--- src/rtl/rotor_arbiter.sv ---
// rotor_arbiter: three-requester round-robin arbiter with a rotating one-hot
// priority pointer, selectable rotation direction, bounded ownership time and
// a mandatory one-cycle gap between consecutive grants.
module rotor_arbiter #(
  parameter int unsigned HOLD_MAX = 8
) (
  input  logic       clock,
  input  logic       reset,
  input  logic [2:0] req,
  input  logic [2:0] done,
  input  logic       dir,
  output logic [2:0] grant,
  output logic       busy,
  output logic       timeout,
  output logic [2:0] ptr
);

  typedef enum logic [1:0] {
    IDLE  = 2'b00,
    GRANT = 2'b01,
    GAP   = 2'b10
  } state_t;

  localparam logic [3:0] HOLD_LAST = 4'(HOLD_MAX - 1);

  state_t     state_q, state_d;
  logic [2:0] grant_q, grant_d;
  logic       busy_q, busy_d;
  logic       timeout_q, timeout_d;
  logic [3:0] hold_cnt_q, hold_cnt_d;
  logic [2:0] ptr_q, ptr_d;
  logic       dir_lat_q, dir_lat_d;

  logic [2:0] cand1, cand2, pick;
  logic       owner_done, owner_req, at_limit;

  function automatic logic [2:0] rotl(input logic [2:0] v);
    return {v[1:0], v[2]};
  endfunction

  function automatic logic [2:0] rotr(input logic [2:0] v);
    return {v[0], v[2:1]};
  endfunction

  // Priority search starting at the pointer, walking in the live dir.
  always_comb begin
    cand1 = dir ? rotr(ptr_q) : rotl(ptr_q);
    cand2 = dir ? rotr(rotr(ptr_q)) : rotl(rotl(ptr_q));
    pick  = '0;
    if (|(req & ptr_q))
      pick = ptr_q;
    else if (|(req & cand1))
      pick = cand1;
    else if (|(req & cand2))
      pick = cand2;
  end

  // Next-state and registered-output computation.
  always_comb begin
    state_d    = state_q;
    grant_d    = grant_q;
    busy_d     = busy_q;
    timeout_d  = 1'b0;
    hold_cnt_d = hold_cnt_q;
    ptr_d      = ptr_q;
    dir_lat_d  = dir_lat_q;

    owner_done = |(done & grant_q);
    owner_req  = |(req & grant_q);
    at_limit   = (hold_cnt_q == HOLD_LAST);

    case (state_q)
      GRANT: begin
        if (owner_done || !owner_req || at_limit) begin
          state_d    = GAP;
          grant_d    = '0;
          busy_d     = 1'b0;
          hold_cnt_d = '0;
          ptr_d      = dir_lat_q ? rotr(grant_q) : rotl(grant_q);
          // Timeout flags only a release forced purely by the hold limit.
          timeout_d  = at_limit && !owner_done && owner_req;
        end else begin
          hold_cnt_d = hold_cnt_q + 4'd1;
        end
      end
      GAP: begin
        state_d    = IDLE;
        grant_d    = '0;
        busy_d     = 1'b0;
        hold_cnt_d = '0;
      end
      // IDLE and any unused encoding behave identically.
      default: begin
        state_d    = IDLE;
        grant_d    = '0;
        busy_d     = 1'b0;
        hold_cnt_d = '0;
        if (|req) begin
          state_d   = GRANT;
          grant_d   = pick;
          busy_d    = 1'b1;
          dir_lat_d = dir;
        end
      end
    endcase
  end

  // State registers with asynchronous active-high reset.
  always_ff @(posedge clock or posedge reset) begin
    if (reset) begin
      state_q    <= IDLE;
      grant_q    <= '0;
      busy_q     <= 1'b0;
      timeout_q  <= 1'b0;
      hold_cnt_q <= '0;
      ptr_q      <= 3'b001;
      dir_lat_q  <= 1'b0;
    end else begin
      state_q    <= state_d;
      grant_q    <= grant_d;
      busy_q     <= busy_d;
      timeout_q  <= timeout_d;
      hold_cnt_q <= hold_cnt_d;
      ptr_q      <= ptr_d;
      dir_lat_q  <= dir_lat_d;
    end
  end

  assign grant   = grant_q;
  assign busy    = busy_q;
  assign timeout = timeout_q;
  assign ptr     = ptr_q;

endmodule

--- config.mk ---
export PLATFORM = sky130hd
export DESIGN_NAME = rotor_arbiter
export DESIGN_NICKNAME = d
export VERILOG_FILES = /design/src/rtl/rotor_arbiter.sv
export SDC_FILE = /design/constraint.sdc
export NUM_CORES = 1
export LEC_CHECK = 0
export ABC_AREA = 1
export ABC_CLOCK_PERIOD_IN_PS = 1450
export CAP_MARGIN = 20
export CORE_MARGIN = 1.5
export CORE_UTILIZATION = 40
export DETAILED_ROUTE_END_ITERATION = 6
export GPL_TIMING_DRIVEN = 0
export HOLD_SLACK_MARGIN = 0.1
export SYNTH_ARGS = -nofsm -noshare
export SYNTH_HDL_FRONTEND = slang
export SYNTH_SLANG_ARGS = --single-unit
--- constraint.sdc ---
create_clock -name clock -period 1.45 [get_ports clock]
set_input_delay 0.3625 -clock clock [delete_from_list [all_inputs] [get_ports clock]]
set_output_delay 0.3625 -clock clock [all_outputs]
set_load 0.005 [all_outputs]
### Yosys cells after proc, flatten, opt, wreduce, memory -nomap -nowiden

Index checks and enable logic that the tools add are counted.
Widths: inputs -> output; s select.

| operators by class | value |
|---|---|
| $add $sub $neg | 1 |
| equal/unequal tests | 4 |
| muxes and demuxes | 19 |
| bitwise operators | 6 |
| reductions and logical operators | 15 |

Operators by type and width:

| kind | number |
|---|---|
| $mux 3 | 8 |
| $reduce_or 3->1 | 6 |
| $and 3x3->3 | 5 |
| $mux 4 | 2 |
| $pmux 3 s2 | 1 |
| $mux 1 | 5 |
| $add 4x1->4 const B | 1 |
| $eq 4x3->1 const B | 1 |
| $pmux 2 s2 | 1 |
| $reduce_and 2->1 | 2 |
| $eq 2x1->1 const B | 1 |
| $eq 2x2->1 const B | 1 |
| $logic_and 1x1->1 | 2 |
| $logic_not 1->1 | 2 |
| $logic_or 1x1->1 | 2 |
| $mux 2 | 1 |
| $ne 2x2->1 const B | 1 |
| $pmux 1 s2 | 1 |
| $reduce_or 2->1 | 1 |
| $not 1->1 | 1 |

| word-level totals | value |
|---|---|
| register bits after elaboration | 15 |
| input bits | 9 |
| output and inout port bits | 8 |
| logic and storage cells | 52 |

### Logic depth before layout (Yosys ltp)

Gate-level depths: netlist (run 1).

| logic depth | value |
|---|---|
| word-level depth | 8 |
| depth in mapped cells | 10 |
| depth with buffers taken out | 9 |

### Worst setup path before layout (run 1)

No wires, ideal clock.

| path | value |
|---|---|
| path kind | register to register |
| from | register hold_cnt_q[0] |
| to | register state_q[1] |
| library setup time | 116 ps |
| arrival | 1,150 ps |
| required time | 1,334 ps |
| setup slack | 184 ps |
| cell stages (with the launch flop) | 8 |
| path buffers | 0 |
| clock period less this slack | 1,266 ps |
| cell sequence | dfrtp_1 ha_1 nand3b_1 nand4_4 nand2_2 inv_2 a21oi_2 inv_1 |

| between the ends | value |
|---|---|
| word-level cells in the longest chain between the ends | 3 |

RTL lines:

| item | line | RTL |
|---|---|---|
| start: declaration | 30 | `logic [3:0] hold_cnt_q, hold_cnt_d;` |
| start signal: assignment | 123 | `hold_cnt_q <= hold_cnt_d;` |
| $eq 4x3->1 | 70 | `at_limit = (hold_cnt_q == HOLD_LAST);` |
| $logic_or 1x1->1 | 74 | `if (owner_done \|\| !owner_req \|\| at_limit) begin` |
| $ne 2x2->1 (no line) | n/a |  |
| end signal: assignment | 119 | `state_q <= state_d;` |
| end: declaration | 26 | `state_t state_q, state_d;` |

Every way passes these cells.
A chain may end at the register's enable or synchronous reset.

### Worst setup path after layout (run 1)

| path | value |
|---|---|
| from | register ptr_q[0] (netlist: ptr[0]) |
| to | output port ptr[0] |

RTL lines:

| item | line | RTL |
|---|---|---|
| start: declaration | 31 | `logic [2:0] ptr_q, ptr_d;` |
| start signal: assignment | 124 | `ptr_q <= ptr_d;` |
| end: declaration | 15 | `output logic [2:0] ptr` |

No word-level cell between the ends.

==> impl_metrics.json, run 1 <==
{
  "io_pins": 17,
  "finalCritPeriodShare": 0.9828,
  "num_vias": 886,
  "antenna_found_initial": 0,
  "ys_seq_area_frac": 0.3860,
  "drt_pre_antenna_iters": 4,
  "gp_congestion": 0.8140,
  "cts_tree": "yes",
  "coreArea_sq_mm": 0.002191,
  "r2r_start": "grant[2]",
  "io_buffers": 15,
  "grt_usage": 0.1871,
  "numCtsBuffers": 3,
  "status": "finished, final reports clean",
  "setup_viol": 0,
  "htreeDepth": 1,
  "min_path_type": "in2reg",
  "grt_max_degree": 15,
  "power_density_mw_per_mm2": 1767,
  "clockBufferDepth": 2,
  "fin_tns_setup_ns": 0,
  "drc": 0,
  "worst_setup_path_end_kind": "primary output",
  "nNetsFinal": 163,
  "clock-root-buffer": "clkbuf_4",
  "drive_above_1_share": 0.2914,
  "finClkSkew_ns": 0.01004,
  "ys_types": 25,
  "overflow": 0,
  "placed_cell_area_sq_mm": 0.001096,
  "tightest_slew_ns": 0.5320,
  "syn_to_final_growth_pct": 37.23,
  "n_antenna_cell": 0,
  "grt_pass1_wl_um": 3574,
  "synth_top_area_share": 0.3571,
  "netlist_area_sq_um": 910.9,
  "max_stage_delay_ns": 0.54,
  "syn_area_per_cell_sq_um": 7.346,
  "synth_area_leaders": "dfrtp_1 36%, nand2_1 18%, nand3_2 5.5%",
  "die_area_sq_mm": 0.002573,
  "antenna_left": 0,
  "p_leak_uw": 0.0006824,
  "nFillCells": 208,
  "max_slew_margin": 0.6450,
  "cap_violations": 0,
  "fin_total_pwr_uw": 2209,
  "cpMaxStageDelayCell": "dfstp_2",
  "cp-start-kind": "register",
  "vias_per_cell": 4.950,
  "utilization": 0.5705,
  "dp_hpwl_um": 1578,
  "min_from": "dir",
  "start_util": 0.4158,
  "wl_per_cell_um": 12.09,
  "path_clk_slew_ns": 0.10,
  "syn_inst": 124,
  "cp_max_fo": 2,
  "synth_top_area_cell": "dfrtp_1",
  "path_cells": "dlygate4sd2_1",
  "cp_data_arrival_time_ns": 1.06,
  "finalInstanceArea_sq_mm": 0.001250,
  "synth-seq-cells": 14,
  "crit_buf_inv": 1,
  "die_x_um": 50.72,
  "yosys_warnings": 0,
  "syn_nets": 135,
  "die_h_um": 50.72,
  "drt_iter0_drc": 15,
  "insertion_delay_ns": 0.29,
  "num_rows": 17,
  "crit_type": "reg2out",
  "slew_violations": 0,
  "crit_family": "flip-flops",
  "grt_pass1_vias": 796,
  "timing.fmax_mhz": 701.7,
  "finalWirelength_um": 2165,
  "cp-startpoint": "ptr[0]",
  "rsz0062_at_grt": "true",
  "cts_sinks": 14,
  "critPathRequiredTime_ns": 1.09,
  "hold_viol": 0,
  "ir_drop_uv": 1164,
  "whs_ns": 0.3793,
  "fin_crit_ns": 1.425
}
path summary, 6_finish.rpt:
kind	endpoint	slack [ns]	cells after the start
max reg2reg	state_q[1]	0.04	9
min in group asynchronous	state_q[0]	0.39	2
min	dir_lat_q	0.38	3
min reg2reg	hold_cnt_q[0]	0.46	1
max in group asynchronous	grant[2]	0.68	2
max	ptr[0]	0.02	1
placed cells by master, fill, tap and decap left out, drive strengths merged, types with 2 or more instances in the layout:
cell / synthesis / layout
a21oi: 5 / 5
buf: 1 / 9
clkbuf: 0 / 4
clkdlybuf4s50: 0 / 4
dfrtp: 13 / 13
dlygate4sd2: 0 / 8
dlymetal6s2s: 0 / 3
ha: 2 / 2
inv: 16 / 16
nand2: 45 / 45
nand3: 13 / 13
nor2: 11 / 11
o21ai: 9 / 9
final cells by class:
| class | count | area, sq um | area share |
|---|---|---|---|
| inverters | 17 | 67.56 | 0.05405 |
| clock buffers | 4 | 36.28 | 0.02903 |
| repair buffers | 23 | 215.2 | 0.1722 |
| multi-input cells | 92 | 530.5 | 0.4244 |
| well taps | 28 | 35.03 | 0.02803 |
| flip-flops and latches | 14 | 354.1 | 0.2833 |
| plain buffers | 1 | 11.26 | 0.009009 |
flip-flops by register name, summed over array words and instances, names as in the netlist:
name        count
dir_lat_q       1
grant           3
hold_cnt_q      4
ptr             3
state_q         2
timeout         1
logic make-up after synthesis:
family          count (synthesis)  synth area share
xor+xnor                        2           0.01923
buf+inv                        18           0.08240
flops                          14            0.3860
compound gates                 15           0.09479
mux                             1           0.01236
fa+ha+maj                       2           0.02747
simple gates                   72            0.3778
metal layers:
layer	vias to the layer above	GRT usage	share of wire
met3	2	0.03571	0.037
met1	406	0.2514	0.48
met4	0	0.04505	0.012
met5	-	0	0
met2	27	0.3092	0.47
li1	451	-	-
synth_stat cells, drive strengths merged:
master / number
o21ai: 9
xnor2: 1
nand3: 13
nor2: 11
nand3b: 1
buf: 1
ha: 2
xor2: 1
mux2: 1
clkinv: 1
dfrtp: 13
nand4: 1
inv: 16
nand2: 45
a21oi: 5
o31a: 1
dfstp: 1
and2: 1
stage by stage:
stage | instances | worst slack, ns
2_1_floorplan | 124 | 0.1839
3_3_place_gp | 167 | -0.2981
3_5_place_dp | 167 | -0.3233
4_1_cts | 177 | 0.01030
5_1_grt | 179 | -0.02722
6_report | 179 | 0.02489
what timing repair did:
item                                    4_1_cts  5_1_grt
resized for setup                            12       19
gates cloned                                  0        0
buffers inserted                              6        2
hold buffers                                  0        0
endpoints found under the setup margin       10        7
hold endpoints to repair                      0        0
pin swaps                                     0        4
power breakdown:
group / leakage [uW] / internal (uW) / switching (uW)
Clock: 0.0000210 / 153 / 143
Sequential: 0.000179 / 519 / 84.5
Combinational: 0.000482 / 567 / 742
Total: 0.000682 / 1240 / 970
No activity file was read; power rests on OpenSTA's default activity.
==> run 2, diff against run 1 <==
--- a/config.mk
+++ b/config.mk
@@ -8,6 +8,7 @@
 export ABC_AREA = 1
 export ABC_CLOCK_PERIOD_IN_PS = 1450
 export CAP_MARGIN = 20
+export CORE_ASPECT_RATIO = 0.8
 export CORE_MARGIN = 1.5
 export CORE_UTILIZATION = 40
 export DETAILED_ROUTE_END_ITERATION = 6
==> impl_metrics.json, run 2 (same netlist as run 1, synthesis figures left out) <==
{
  "status": "finished, final reports clean",
  "layout_commonest_cell": "nand2_1",
  "die_x_um": 56.35,
  "grt_pass1_vias": 753,
  "crit_family": "flip-flops",
  "clockBufferDepth": 2,
  "rr_worst_depth": 9,
  "crit_type": "reg2out",
  "syn_to_final_growth_pct": 41.07,
  "insertion_delay_ns": 0.28,
  "p_sw_frac": 0.4393,
  "whs_ns": 0.3920,
  "nNetsFinal": 169,
  "path_clk_slew_ns": 0.09,
  "n_antenna_cell": 0,
  "fin_crit_ns": 1.398,
  "crit_cells": 1,
  "gp_congestion": 0.8266,
  "grt_usage": 0.1755,
  "r2r_setup_slack_ns": 0.07,
  "min_from": "dir",
  "cpMaxStageDelayCell": "dfstp_2",
  "holdPathEnd": "dir_lat_q",
  "max_flop_register": "hold_cnt_q",
  "fin_total_pwr_uw": 2273,
  "clock-root-buffer": "clkbuf_4",
  "drt_pre_antenna_iters": 4,
  "finClkSkew_ns": 0.007949,
  "finalCritPeriodShare": 0.9645,
  "cp_data_arrival_time_ns": 1.04,
  "dp_hpwl_um": 1498,
  "drc": 0,
  "tightest_slew_ns": 0.5338,
  "p_leak_uw": 0.0006841,
  "cp-start-kind": "register",
  "slew_violations": 0,
  "r2r_start": "grant[1]",
  "antenna_left": 0,
  "timing.fmax_mhz": 715.1,
  "hold_path_depth": 3,
  "htreeDepth": 1,
  "cap_violations": 0,
  "min_path_type": "in2reg",
  "p_int_uw": 1275,
  "drive_above_1_share": 0.3185,
  "setup_viol": 0,
  "ir_drop_uv": 1245,
  "die_area_sq_mm": 0.002574,
  "largest_register_ffs": 4,
  "numCtsBuffers": 3,
  "path_cells": "dlygate4sd2_1",
  "max_slew_margin": 0.6437,
  "overflow": 0,
  "cts_sinks": 14,
  "grt_max_degree": 15,
  "cp_max_fo": 2,
  "num_rows": 15,
  "rr_endpoint": "state_q[1]",
  "seqPwrFrac": 0.272,
  "max_stage_delay_ns": 0.53,
  "die_h_um": 45.68,
  "cts_tree": "yes",
  "finalWirelength_um": 2179,
  "clkPwrFrac": 0.104,
  "rsz0062_at_grt": "true",
  "critPathRequiredTime_ns": 1.09,
  "grt_pass1_wl_um": 3408,
  "io_buffers": 15,
  "io_pins": 17,
  "worst_setup_path_end_kind": "primary output",
  "hold_viol": 0,
  "num_vias": 894,
  "start_util": 0.4220,
  "pwr-share-comb": 0.624,
  "wl_per_cell_um": 11.97,
  "antenna_found_initial": 0,
  "power_density_mw_per_mm2": 1769,
  "coreArea_sq_mm": 0.002158,
  "power_switching_uw": 998.6,
  "final_cell_mix": "39 x nand2_1, 13 x buf_4, 12 x dfrtp_1",
  "vias_per_cell": 4.912,
  "drt_iter0_drc": 25,
  "cp-startpoint": "ptr[0]",
  "fin_tns_setup_ns": 0,
  "crit_buf_inv": 1,
  "cts_hold_buffers": 0
}
## run 2: routing by layer
layer / vias up / GRT usage / wire length (um)
met2: 17 / 0.2541 / 935
met3: 2 / 0.05966 / 98
met4: 0 / 0.02857 / 9
met5: - / 0 / 0
li1: 466 / - / -
met1: 409 / 0.2584 / 1136
## run 2: worst max path at each step
stage                             to  slack [ns]
after global routing      state_q[1]       -0.02
after floorplan           state_q[1]        0.18
final                         ptr[0]        0.05
after global placement      grant[0]       -0.34
after CTS                   grant[0]       0.009
after detailed placement  state_q[1]       -0.34
## run 2: through the flow
stage	utilization	cells	setup WS, ns	instance area [sq um]
after floorplan	-	124	0.1839	910.9
after global placement	0.5061	164	-0.3359	1092
after detailed placement	0.5061	164	-0.3379	1092
after CTS	0.5386	175	0.009274	1162
after global routing	0.5954	182	-0.02062	1285
final	0.5954	182	0.05153	1285
## run 2: layout make-up
| class | instances | area [sq um] |
|---|---|---|
| Multi-Input combinational cell | 92 | 545.5 |
| Fill cell | 208 | 873.3 |
| Inverter | 17 | 70.07 |
| Timing Repair Buffer | 29 | 247.7 |
| Buffer | 1 | 11.26 |
| Sequential cell | 14 | 352.8 |
| Tap cell | 25 | 31.28 |
| Clock buffer | 4 | 26.28 |
## run 2: power groups by stage
stage          Sequential (uW)  Combinational [uW]  Clock, uW
6_report                   619                1420        235
5_1_grt                    630                1580        261
4_1_cts                    590                1180        243
3_5_place_dp               665                1030          0
3_3_place_gp               664                1020          0
2_1_floorplan              637                 705          0
## run 2: timing repair
action | CTS | global route
pin swaps | 0 | 5
setup buffers | 7 | 8
hold endpoints to repair | 0 | 0
endpoints found under the setup margin | 12 | 6
gates resized for setup | 14 | 21
==> run 3, diff against run 2 <==
--- a/config.mk
+++ b/config.mk
@@ -12,7 +12,6 @@
 export CORE_MARGIN = 1.5
 export CORE_UTILIZATION = 40
 export DETAILED_ROUTE_END_ITERATION = 6
-export GPL_TIMING_DRIVEN = 0
 export HOLD_SLACK_MARGIN = 0.1
 export SYNTH_ARGS = -nofsm -noshare
 export SYNTH_HDL_FRONTEND = slang
==> impl_metrics.json, run 3 (same netlist as run 1, synthesis figures left out) <==
{
  "num_rows": 15,
  "whs_ns": 0.3766,
  "crit_buf_inv": 1,
  "finalWirelength_um": 2324,
  "tightest_slew_ns": 0.3798,
  "cts_sinks": 14,
  "nNetsFinal": 179,
  "grt_pass1_vias": 803,
  "cts_tree": "yes",
  "overflow": 0,
  "final_cell_mix": "38 x nand2_1, 23 x buf_4, 12 x dfrtp_1",
  "finalCritPeriodShare": 0.9628,
  "max_stage_delay_ns": 0.53,
  "htreeDepth": 1,
  "io_pins": 17,
  "power_density_mw_per_mm2": 1772,
  "cp_max_fo": 2,
  "grt_max_degree": 15,
  "path_cells": "dlygate4sd2_1",
  "crit_type": "reg2out",
  "vias_per_cell": 4.917,
  "antenna_left": 0,
  "n_antenna_cell": 0,
  "grt_pass1_wl_um": 3539,
  "drt_iter0_drc": 24,
  "p_leak_uw": 0.0007304,
  "setup_viol": 0,
  "clockBufferDepth": 2,
  "cap_violations": 0,
  "layout_commonest_cell": "nand2_1",
  "status": "finished, final reports clean",
  "critPathRequiredTime_ns": 1.09,
  "cpMaxStageDelayCell": "dfstp_2",
  "insertion_delay_ns": 0.28,
  "gp_congestion": 0.8131,
  "dp_hpwl_um": 1624,
  "path_clk_slew_ns": 0.09,
  "die_h_um": 45.68,
  "wl_per_cell_um": 12.10,
  "die_x_um": 56.35,
  "utilization": 0.6330,
  "largest_register_ffs": 4,
  "rr_worst_depth": 10,
  "crit_cells": 1,
  "clock-root-buffer": "clkbuf_4",
  "crit_family": "flip-flops",
  "r2r_setup_slack_ns": 0.06,
  "coreArea_sq_mm": 0.002158,
  "cts_hold_buffers": 0,
  "die_area_sq_mm": 0.002574,
  "fin_total_pwr_uw": 2420,
  "max_slew_margin": 0.7468,
  "slew_violations": 0,
  "timing.fmax_mhz": 716.3,
  "fin_crit_ns": 1.396,
  "drive_above_1_share": 0.3593,
  "r2r_start": "ptr[0]",
  "rr_endpoint": "grant[1]",
  "min_path_type": "in2async",
  "drc": 0,
  "io_buffers": 16,
  "hold_viol": 0,
  "num_vias": 944,
  "max_flop_register": "hold_cnt_q",
  "fin_tns_setup_ns": 0,
  "start_util": 0.4220,
  "numCtsBuffers": 3,
  "syn_to_final_growth_pct": 50.00,
  "nFillCells": 195,
  "grt_usage": 0.1856,
  "cp_data_arrival_time_ns": 1.03,
  "layout.cells.non_filler": 192,
  "cp-start-kind": "register",
  "worst_setup_path_end_kind": "primary output",
  "drt_pre_antenna_iters": 4,
  "antenna_found_initial": 0,
  "cp-startpoint": "ptr[0]",
  "setup.worst_path.end": "ptr[0]",
  "ir_drop_uv": 1279,
  "finClkSkew_ns": 0.004225,
  "dp_cells": 176
}
[run 3: changes by cell type in the layout (fill, tap and decap cells not counted), sizes merged]
cell,before,now
clkdlybuf4s50,4,6
buf,16,25
dlygate4sd2,10,7
dlymetal6s2s,0,1
clkinvlp,0,1
clkinv,1,0
clkdlybuf4s15,0,1
[run 3: how the worst min path moves through the flow]
stage,startpoint,endpoint,slack [ns]
after floorplan,reset,dir_lat_q,0.25
after global placement,hold_cnt_q[0],hold_cnt_q[0],0.45
after detailed placement,hold_cnt_q[0],hold_cnt_q[0],0.45
after CTS,reset,hold_cnt_q[2],0.37
after global routing,reset,hold_cnt_q[1],0.40
final,reset,hold_cnt_q[2],0.38
[run 3: metrics by stage]
step	area [sq um]	setup slack, ns
after CTS	1260	0.03336
after global routing	1366	-0.04233
final	1366	0.05392
after global placement	1181	-0.3032
after detailed placement	1181	-0.3378
after floorplan	910.9	0.1839
[run 3: cell type report]
cell class | instances | area [sq um] | share of cell area
sequential | 14 | 352.8 | 0.2582
tap | 25 | 31.28 | 0.02289
timing repair buffer | 40 | 339.1 | 0.2482
clock buffer | 4 | 36.28 | 0.02656
inverter | 17 | 70.07 | 0.05128
multi-input combinational | 92 | 536.8 | 0.3929
[run 3: routing by layer]
metal  track usage  up-vias  wire length [um]
met3       0.05398        4                92
met5             0        -                 0
li1              -      480                 -
met1        0.2754      436              1165
met4       0.03333        0                20
met2        0.2706       24              1045
[run 3: timing repair]
item | in CTS | in global routing
buffers inserted | 7 | 5
setup endpoints to repair | 11 | 4
pin swaps | 0 | 4
resized for setup | 10 | 22
[run 3: report_power, final]
group          internal [uW]  total (uW)  switching (uW)
Sequential               518         595            76.8
Clock                    153         277             125
Combinational            738        1550             810
Total                   1410        2420            1010
